### src/rtl/tl_pkg.sv
// Shared traffic-light constants: time width, parameter selectors, default intervals.
package tl_pkg;
  localparam int TIME_W = 4;
  localparam int NUM_TP = 3;

  localparam logic [1:0] SEL_BASE = 2'b00;
  localparam logic [1:0] SEL_EXT  = 2'b01;
  localparam logic [1:0] SEL_YEL  = 2'b10;

  localparam logic [TIME_W-1:0] DEF_BASE = 4'd6;
  localparam logic [TIME_W-1:0] DEF_EXT  = 4'd3;
  localparam logic [TIME_W-1:0] DEF_YEL  = 4'd2;

  typedef struct packed {
    logic              prog;
    logic [1:0]        sel;
    logic [TIME_W-1:0] val;
  } tp_wr_req_t;
endpackage

### src/rtl/tp_reg.sv
// One timing-parameter register: sync reset to default, write enable, zero writes rejected.
module tp_reg #(
  parameter int               WIDTH = 4,
  parameter logic [WIDTH-1:0] DEF   = '0
) (
  input  logic             clk,
  input  logic             reset_sync,
  input  logic             we,
  input  logic [WIDTH-1:0] wdata,
  output logic [WIDTH-1:0] q
);
  // Power-up value matches the reset default so the read path is never X.
  logic [WIDTH-1:0] r_q = DEF;
  logic [WIDTH-1:0] r_d;

  always_comb begin
    r_d = r_q;
    if (we && (wdata != '0)) r_d = wdata;
  end

  always_ff @(posedge clk) begin
    if (reset_sync) r_q <= DEF;
    else            r_q <= r_d;
  end

  assign q = r_q;
endmodule

### src/rtl/time_parameters.sv
// Programmable tBASE/tEXT/tYEL store with selector write decode and combinational read mux.
module time_parameters
  import tl_pkg::*;
#(
  parameter int               WIDTH      = TIME_W,
  parameter logic [WIDTH-1:0] T_BASE_DEF = DEF_BASE,
  parameter logic [WIDTH-1:0] T_EXT_DEF  = DEF_EXT,
  parameter logic [WIDTH-1:0] T_YEL_DEF  = DEF_YEL
) (
  input  logic             clk,
  input  logic             reset_sync,
  input  logic [1:0]       tp_sel,
  input  logic [WIDTH-1:0] t_val,
  input  logic             prog_sync,
  input  logic [1:0]       interval,
  output logic [WIDTH-1:0] tp_val
);
  // Index order matches the selector encoding: 0=BASE, 1=EXT, 2=YEL.
  localparam logic [NUM_TP-1:0][WIDTH-1:0] DEFS = {T_YEL_DEF, T_EXT_DEF, T_BASE_DEF};

  tp_wr_req_t                   wr_req;
  logic [NUM_TP-1:0]            we;
  logic [NUM_TP-1:0][WIDTH-1:0] regs;

  always_comb begin
    wr_req      = '0;
    wr_req.prog = prog_sync;
    wr_req.sel  = tp_sel;
    wr_req.val  = TIME_W'(t_val);
  end

  for (genvar i = 0; i < NUM_TP; i++) begin : g_tp
    assign we[i] = wr_req.prog && (wr_req.sel == 2'(i));

    tp_reg #(.WIDTH(WIDTH), .DEF(DEFS[i])) u_reg (
      .clk        (clk),
      .reset_sync (reset_sync),
      .we         (we[i]),
      .wdata      (WIDTH'(wr_req.val)),
      .q          (regs[i])
    );
  end

  // Unused selector code falls back to the base interval.
  always_comb begin
    tp_val = regs[SEL_BASE];
    case (interval)
      SEL_EXT: tp_val = regs[SEL_EXT];
      SEL_YEL: tp_val = regs[SEL_YEL];
      default: tp_val = regs[SEL_BASE];
    endcase
  end
endmodule

### config.mk
export PLATFORM = sky130hd
export DESIGN_NAME = time_parameters
export DESIGN_NICKNAME = d
export VERILOG_FILES = /design/src/rtl/tl_pkg.sv /design/src/rtl/tp_reg.sv /design/src/rtl/time_parameters.sv
export SDC_FILE = /design/constraint.sdc
export NUM_CORES = 1
export LEC_CHECK = 0
export CORE_AREA = 3 3 40 42
export DETAILED_ROUTE_END_ITERATION = 10
export DIE_AREA = 0 0 43 45
export HOLD_SLACK_MARGIN = 0.02
export PLACE_DENSITY = 0.82
export RECOVER_POWER = 25
export SYNTH_ARGS = -nofsm -noshare
export SYNTH_HDL_FRONTEND = slang
export SYNTH_SLANG_ARGS = --single-unit
### constraint.sdc
create_clock -name clk -period 1.88 [get_ports clk]
set_input_delay 0.282 -clock clk [delete_from_list [all_inputs] [get_ports clk]]
set_output_delay 0.282 -clock clk [all_outputs]
set_load 0.1 [all_outputs]
Word level (Yosys, flattened, before mapping)
Cells that the tools add are included.
{"block": "word_totals", "latch_bits": 0, "rom_bits": 0, "output_inout_bits": 4, "mem_bits_rw": 0, "inputBits": 11, "memories": 0, "word_cells": 16, "register_bits": 12}
{"block": "op_classes", "eq_ne": 4, "reduce_logical": 8, "muxes": 1, "bitwise_logic": 0, "add_sub_neg": 0, "div": 0, "shift": 0, "mul": 0, "magnitude_cmp": 0}
{"op": "$pmux W4 S2", "count": 1}
{"op": "$logic_and A1 B1 Y1", "count": 6}
{"op": "$eq A2 B1 Y1 const B", "count": 2}
{"op": "$eq A2 B2 Y1 const B", "count": 2}
{"op": "$reduce_bool A4 Y1", "count": 1}
{"op": "$logic_not A2 Y1", "count": 1}

Logic depth before layout (Yosys ltp)
Gate-level depths: netlist of run 1.
{"block": "logic_depth", "ltp_word": 3, "depth_mapped": 4, "mapped_depth_nobuf": 4}

By module
Synthesis of run 1 repeated with hierarchy kept, for this count alone.
{"block": "unflattened", "hier_cells": 65, "hier_area_um2": 640.6}
{"mod": "tp_reg (g_tp[0].u_reg ...)", "cells_each": 15, "area_per_inst_um2": 170.2, "instances": 2}
{"mod": "tp_reg (g_tp[2].u_reg)", "cells_each": 16, "area_per_inst_um2": 177.7, "instances": 1}
{"mod": "time_parameters", "cells_each": 19, "area_per_inst_um2": 122.6, "instances": 1}

Least setup slack after synthesis of run 1
Ideal clock, no wire load.
{"block": "synth_timing", "path_kind": "input to output", "startpoint": "input port interval[0]", "endpoint": "output port tp_val[0]", "path_stages": 3, "required_time_ps": 1598, "slack_ps": -1206, "arrival_ps": 2804, "cell_sequence": "inv_1 -> ha_1 -> o21ai_0"}
{"block": "synth_between", "elab_chain_len": 2, "elab_cells_between_ends": 3}
{"item": "from (decl)", "line": "time_parameters.sv:15", "text": "input logic [1:0] interval,"}
{"item": "$eq A2 B2 Y1 / $eq A2 B1 Y1 (equally long branches)", "line": "time_parameters.sv:47", "text": "case (interval)"}
{"item": "$pmux W4 S2 (*)", "line": "time_parameters.sv:47"}
{"item": "to (decl)", "line": "time_parameters.sv:16", "text": "output logic [WIDTH-1:0] tp_val"}
Mark *: on every way between the ends. The rest lies on a longest branch, timed or not.

Final worst setup path of run 1
Same ends and word-level chain as after synthesis.

==> impl_metrics.csv, run 1 <==
group,metric,value,unit
synthesis,synth-seq-cells,12,
sta,setup_ws,57.6,ps
sta,max_slew_margin,74.5,%
sta,max_freq,0.549,GHz
setup_path,crit_fanout,4,
placed_design,io_buffers,14,
pwr,ir_drop,0.429,mV
layout,n_antenna_cell,0,
floorplan,row_count,13,
drt,top_layer,"met4",
setup_path,path_cells,"clkdlybuf4s50_1 > inv_1 > ha_4 > a22oi_1 > o21ai_2 > clkbuf_16",
drt,post_drt_via_cell_ratio,5.67,
synthesis,synth.area.top_cells,"dfxtp_1 (42%), o21ai_0 (7.8%), a221o_1 (7.0%)",
clock_network,cts_buffer_depth,2,
floorplan,io_pins,15,
layout,fin_nets,98,
drt,vias,561,
sta,skew,0,ps
drt,drt-initial-drc-count,18,
placed_design,place_hpwl,1060,µm
run_status,status,"finished, final reports clean",
floorplan,die-area,0.00194,mm²
setup_path,cp_top_family,"buffers and inverters",
drt,met3_wirelength,61,µm
clock_network,tritoncts,"built",
layout,fin_util,68.0,%
sta,hold_viol,0,
setup_path,cp.required,1600,ps
grt,grt_pass1_vias,559,
floorplan,dieWidth,43,µm
clock_network,holdBufCountCts,0,
clock_network,cts.htree.levels,1,
synthesis,ys.flop_type,"dfxtp_1",
placed_design,post-place-ws,-93.3,ps
pwr,p_leak,0.344,nW
drt,drc,0,
setup_path,r2r_end,"g_tp[0].u_reg.q[2]$_SDFFE_PP1P_",
synthesis,synth_area_per_cell,8.99,µm²
synthesis,synth-seq-area-share,41.7,%
synthesis,yosys-top-cells-count,"dfxtp_1 (12), nand2_1 (10), o21ai_0 (9)",
layout,drive_gt1_share,25.0,%
grt,antenna_found_initial,0,
synthesis,synth_edf_count,0,
drt,post_drt_wl_per_cell,13.6,µm
setup_path,end_kind,"output port",
layout,largest_register_ffs,12,
sta,layout_min_cycle_time,1820,ps
synthesis,synth_top_area_share,41.7,%
synthesis,yosysTopAreaCell,"dfxtp_1",
setup_path,reg2reg_depth,1,
layout,final_area,873,µm²
sta,holdWs,471,ps
placed_design,dp.cells,95,
hold_path,hp-start,"g_tp[1].u_reg.q[3]$_SDFFE_PP0P_",
pwr,powerDensity,763,mW/mm²
setup_path,path_class,"input port to output port",
pwr,power,0.666,mW
drt,wl_met2,668,µm
sta,finalCritPeriodShare,96.9,%
clock_network,cts_root_buffer,"clkbuf_4",
layout,area_delta_synth_final,51.7,%
setup_path,crit_slowest_cell,"clkdlybuf4s50_1",
hold_path,hp-class,"register to register",
drt,routed_wirelength,1350,µm
hold_path,min_path_cells,2,
sta,setup_viol_count_final,0,
placed_design,place_area,793,µm²
setup_path,crit_path_start_kind,"input port",
sta,tightest_slew,381,ps
layout,fin_cells,99,
synthesis,ys_types,23,
synthesis,syn_inst,64,
clock_network,cts_buffers,3,
sta,maxSlewViolCount,0,
synthesis,synth.net_count,77,
synthesis,yosysMostFrequentCell,"dfxtp_1",
setup_path,arrival,1540,ps
grt,grt_remaining_overflow,0,
clock_network,clk_pin_slew,70,ps
setup_path,r2r_slack,1110,ps
floorplan,start_util,44.8,%
setup_path,critPathMaxStageDelay,480,ps
grt,grt_pass1_wl,2250,µm
setup_path,critPathBufInv,3,
sta,fin_setup_tns,0,ps
drt,firstDrtPassIters,4,
sta,grt_setup_unrepaired,"false",
placed_design,gp_congestion,0.853,
drt,ant_nets,0,
clock_network,clock-sinks,12,
setup_path,rr_startpoint,"g_tp[0].u_reg.q[2]$_SDFFE_PP1P_",
clock_network,insertion_delay,270,ps
drt,routedLengthMet1,603,µm
grt,gr-usage-all-layers,16.0,%
job,cap_violations,0,
synthesis,netlist_area,576,µm²
floorplan,core-area,0.00128,mm²
synthesis,postSynth.asyncResetShare,0,%
hold_path,worstHoldEndpoint,"g_tp[1].u_reg.q[3]$_SDFFE_PP0P_",
synthesis,yosysWarningCount,0,
floorplan,dieHeight,45,µm
grt,grt_max_degree,12,
-- metal layers --
layer | up-vias | global-route usage [%]
li1 | 284 | -
met1 | 257 | 17.2
met4 | 0 | 10.8
met2 | 18 | 29.9
met5 | - | 0
met3 | 2 | 1.20
-- final cells by class --
class	instances	area, µm²
Sequential cell	12	240
Tap cell	15	18.8
Clock buffer	4	36.3
Timing Repair Buffer	17	206
Fill cell	104	412
Inverter	3	11.3
Multi-Input combinational cell	48	360
-- report_power, final --
part | switching (mW) | internal [mW] | leakage [nW] | total [mW]
registers | 0.00609 | 0.265 | 0.0980 | 0.271
clock network | 0.0829 | 0.118 | 0.0210 | 0.201
logic | 0.114 | 0.0816 | 0.225 | 0.195
-- kinds of logic after synthesis --
kind of cell / share of synthesized area [%]
muxes: 1.74
and+or+nand+nor: 21.5
buffers and inverters: 2.61
AOI/OAI and AO/OA: 28.0
DFF: 41.7
adders and majority gates: 4.35
-- cells in the final DEF, fill, tap and decap left out, types with 2 or more instances in the layout --
| cell | n |
|---|---|
| dfxtp_1 | 12 |
| nand2_1 | 10 |
| clkdlybuf4s50_1 | 8 |
| o21ai_0 | 5 |
| a22oi_1 | 4 |
| o21ai_2 | 4 |
| a221o_1 | 4 |
| a21oi_1 | 4 |
| inv_1 | 3 |
| clkbuf_4 | 3 |
| buf_12 | 3 |
| and3b_1 | 2 |
| ha_4 | 2 |
| buf_4 | 2 |
-- how the worst max path moves through the flow --
stage                startpoint   endpoint  cells after the start
global route        interval[0]  tp_val[0]                      6
finish              interval[0]  tp_val[0]                      6
CTS                 interval[0]  tp_val[0]                      6
floorplan           interval[0]  tp_val[0]                      3
global placement    interval[0]  tp_val[2]                      5
detailed placement  interval[0]  tp_val[3]                      5
-- repair_timing --
| action | 4_1_cts | 5_1_grt |
|---|---|---|
| pin swaps | 1 | 2 |
| setup endpoints to repair | 4 | 2 |
| gates resized for setup | 7 | 3 |
| setup buffers | 0 | 0 |
Power figures use the tool's default switching activity.
==> run 2: changes to the inputs <==
==> constraint.sdc (replaced) <==
create_clock -name clk -period 1.85 [get_ports clk]
set_input_delay 0.2775 -clock clk [delete_from_list [all_inputs] [get_ports clk]]
set_output_delay 0.2775 -clock clk [all_outputs]
set_load 0.1 [all_outputs]
==> run 2 against run 1 <==
  * Final area decreased by 1.0%
  * Sequential power up 1%
  * Final cell count up 1.0%
  * Routed wire length grew 1.1%
  * Largest power group unchanged
  * First-iteration DRC count fell by 28%
==> impl_metrics.csv, run 2 (synthesis gave the netlist of run 1 again) <==
group,metric,value,unit
sta,max_slew_margin,74.7,%
setup_path,startpoint,"interval[0]",
placed_design,place_hpwl,1070,µm
setup_path,critPathBufInv,3,
sta,hold_viol,0,
grt,grt_max_degree,12,
grt,grt_remaining_overflow,0,
clock_network,cts.htree.levels,1,
pwr,power,0.634,mW
pwr,powerDensity,733,mW/mm²
drt,post_drt_wl_per_cell,13.7,µm
layout,largest_register_ffs,12,
drt,drt-initial-drc-count,13,
grt,grt_pass1_vias,569,
sta,max_freq,0.556,GHz
placed_design,post-place-ws,-104,ps
layout,layout_common_cells,"dfxtp_1 (12), nand2_1 (11), clkdlybuf4s50_1 (9), o21ai_0 (5)",
clock_network,cts_buffer_depth,2,
setup_path,crit_path_start_kind,"input port",
job,cap_violations,0,
layout,fin_cells,100,
floorplan,die-area,0.00194,mm²
setup_path,critPathMaxStageDelay,490,ps
sta,tightest_slew,378,ps
drt,vias,591,
sta,setup_ws,50.2,ps
sta,finalCritPeriodShare,97.3,%
layout,multi_input_area,358,µm²
setup_path,arrival,1520,ps
setup_path,cp_top_family,"buffers and inverters",
drt,post_drt_via_cell_ratio,5.91,
pwr,ir_drop,0.360,mV
grt,antenna_found_initial,0,
clock_network,cts_root_buffer,"clkbuf_4",
placed_design,io_buffers,14,
drt,ant_nets,0,
floorplan,start_util,44.8,%
layout,final_common_cell,"dfxtp_1",
grt,gr-usage-all-layers,15.8,%
setup_path,cp.required,1570,ps
clock_network,insertion_delay,270,ps
setup_path,path_class,"input port to output port",
clock_network,tritoncts,"built",
layout,fin_nets,100,
setup_path,path_cells,"clkdlybuf4s50_1 > inv_1 > ha_4 > nand2_1 > o21ai_2 > buf_12",
placed_design,gp_congestion,0.839,
drt,routed_wirelength,1370,µm
clock_network,clock-sinks,12,
clock_network,cts_buffers,3,
layout,n_antenna_cell,0,
floorplan,dieHeight,45,µm
sta,grt_setup_unrepaired,"false",
floorplan,dieWidth,43,µm
setup_path,end_kind,"output port",
setup_path,crit_fanout,8,
drt,drc,0,
clock_network,clk_pin_slew,70,ps
layout,area_delta_synth_final,50.2,%
sta,holdWs,463,ps
sta,setup_viol_count_final,0,
layout,drive_gt1_share,24.7,%
grt,gr-max-usage-layer,"met2",
run_status,status,"finished, final reports clean",
drt,firstDrtPassIters,4,
grt,grt_use_met3,1.20,%
setup_path,crit_slowest_cell,"clkdlybuf4s50_1",
grt,grt_util_met2,29.9,%
layout,regArea,240,µm²
hold_path,hp-start,"g_tp[1].u_reg.q[3]$_SDFFE_PP0P_",
floorplan,row_count,13,
grt,grt_pass1_wl,2270,µm
sta,skew,0,ps
setup_path,rr_startpoint,"g_tp[0].u_reg.q[1]$_SDFFE_PP1P_",
placed_design,dp.cells,97,
sta,layout_min_cycle_time,1800,ps
floorplan,io_pins,15,
grt,use_met1,16.6,%
hold_path,hp-class,"register to register",
pwr,p_leak,0.334,nW
sta,maxSlewViolCount,0,
layout,fillers,103,
floorplan,core-area,0.00128,mm²
clock_network,post-cts-setup-buffers,0,
[run 2: power breakdown]
| group | internal [mW] | total, mW | leakage, nW | switching [mW] |
|---|---|---|---|---|
| Clock | 0.0753 | 0.158 | 0.0138 | 0.0824 |
| Sequential | 0.269 | 0.275 | 0.0980 | 0.00588 |
| Combinational | 0.0847 | 0.201 | 0.223 | 0.117 |
| Total | 0.429 | 0.634 | 0.334 | 0.205 |
[run 2: path summary, 6_finish.rpt]
path	end	slack, ps	cells after the start
max	tp_val[2]	50	6
min reg2reg	g_tp[1].u_reg.q[3]$_SDFFE_PP0P_	460	2
min	g_tp[1].u_reg.q[3]$_SDFFE_PP0P_	460	2
max reg2reg	g_tp[0].u_reg.q[1]$_SDFFE_PP1P_	1120	1
[run 2: layout make-up]
type	count	area share [%]
clock buffers	3	2.60
inverters	3	1.30
multi-input cells	48	41.4
flip-flops and latches	12	27.8
well taps	15	2.17
repair buffers	19	24.7
[run 2: metrics by stage]
step / util (%) / instance area, µm² / TNS [ps]
2_1_floorplan: - / 576 / -1910
3_3_place_gp: 62.9 / 808 / -211
3_5_place_dp: 62.9 / 808 / -359
4_1_cts: 66.8 / 858 / 0
5_1_grt: 67.3 / 865 / 0
6_report: 67.3 / 865 / 0
[run 2: routing by layer]
layer	vias to the layer above	wire, µm
met5	-	0
met4	0	22
li1	287	-
met3	2	80
met2	26	701
met1	276	560
[run 2: repair_timing]
action	CTS	global route
resized for setup	6	2
hold buffers	0	0
endpoints found under the setup margin	4	4
pin swaps	0	1
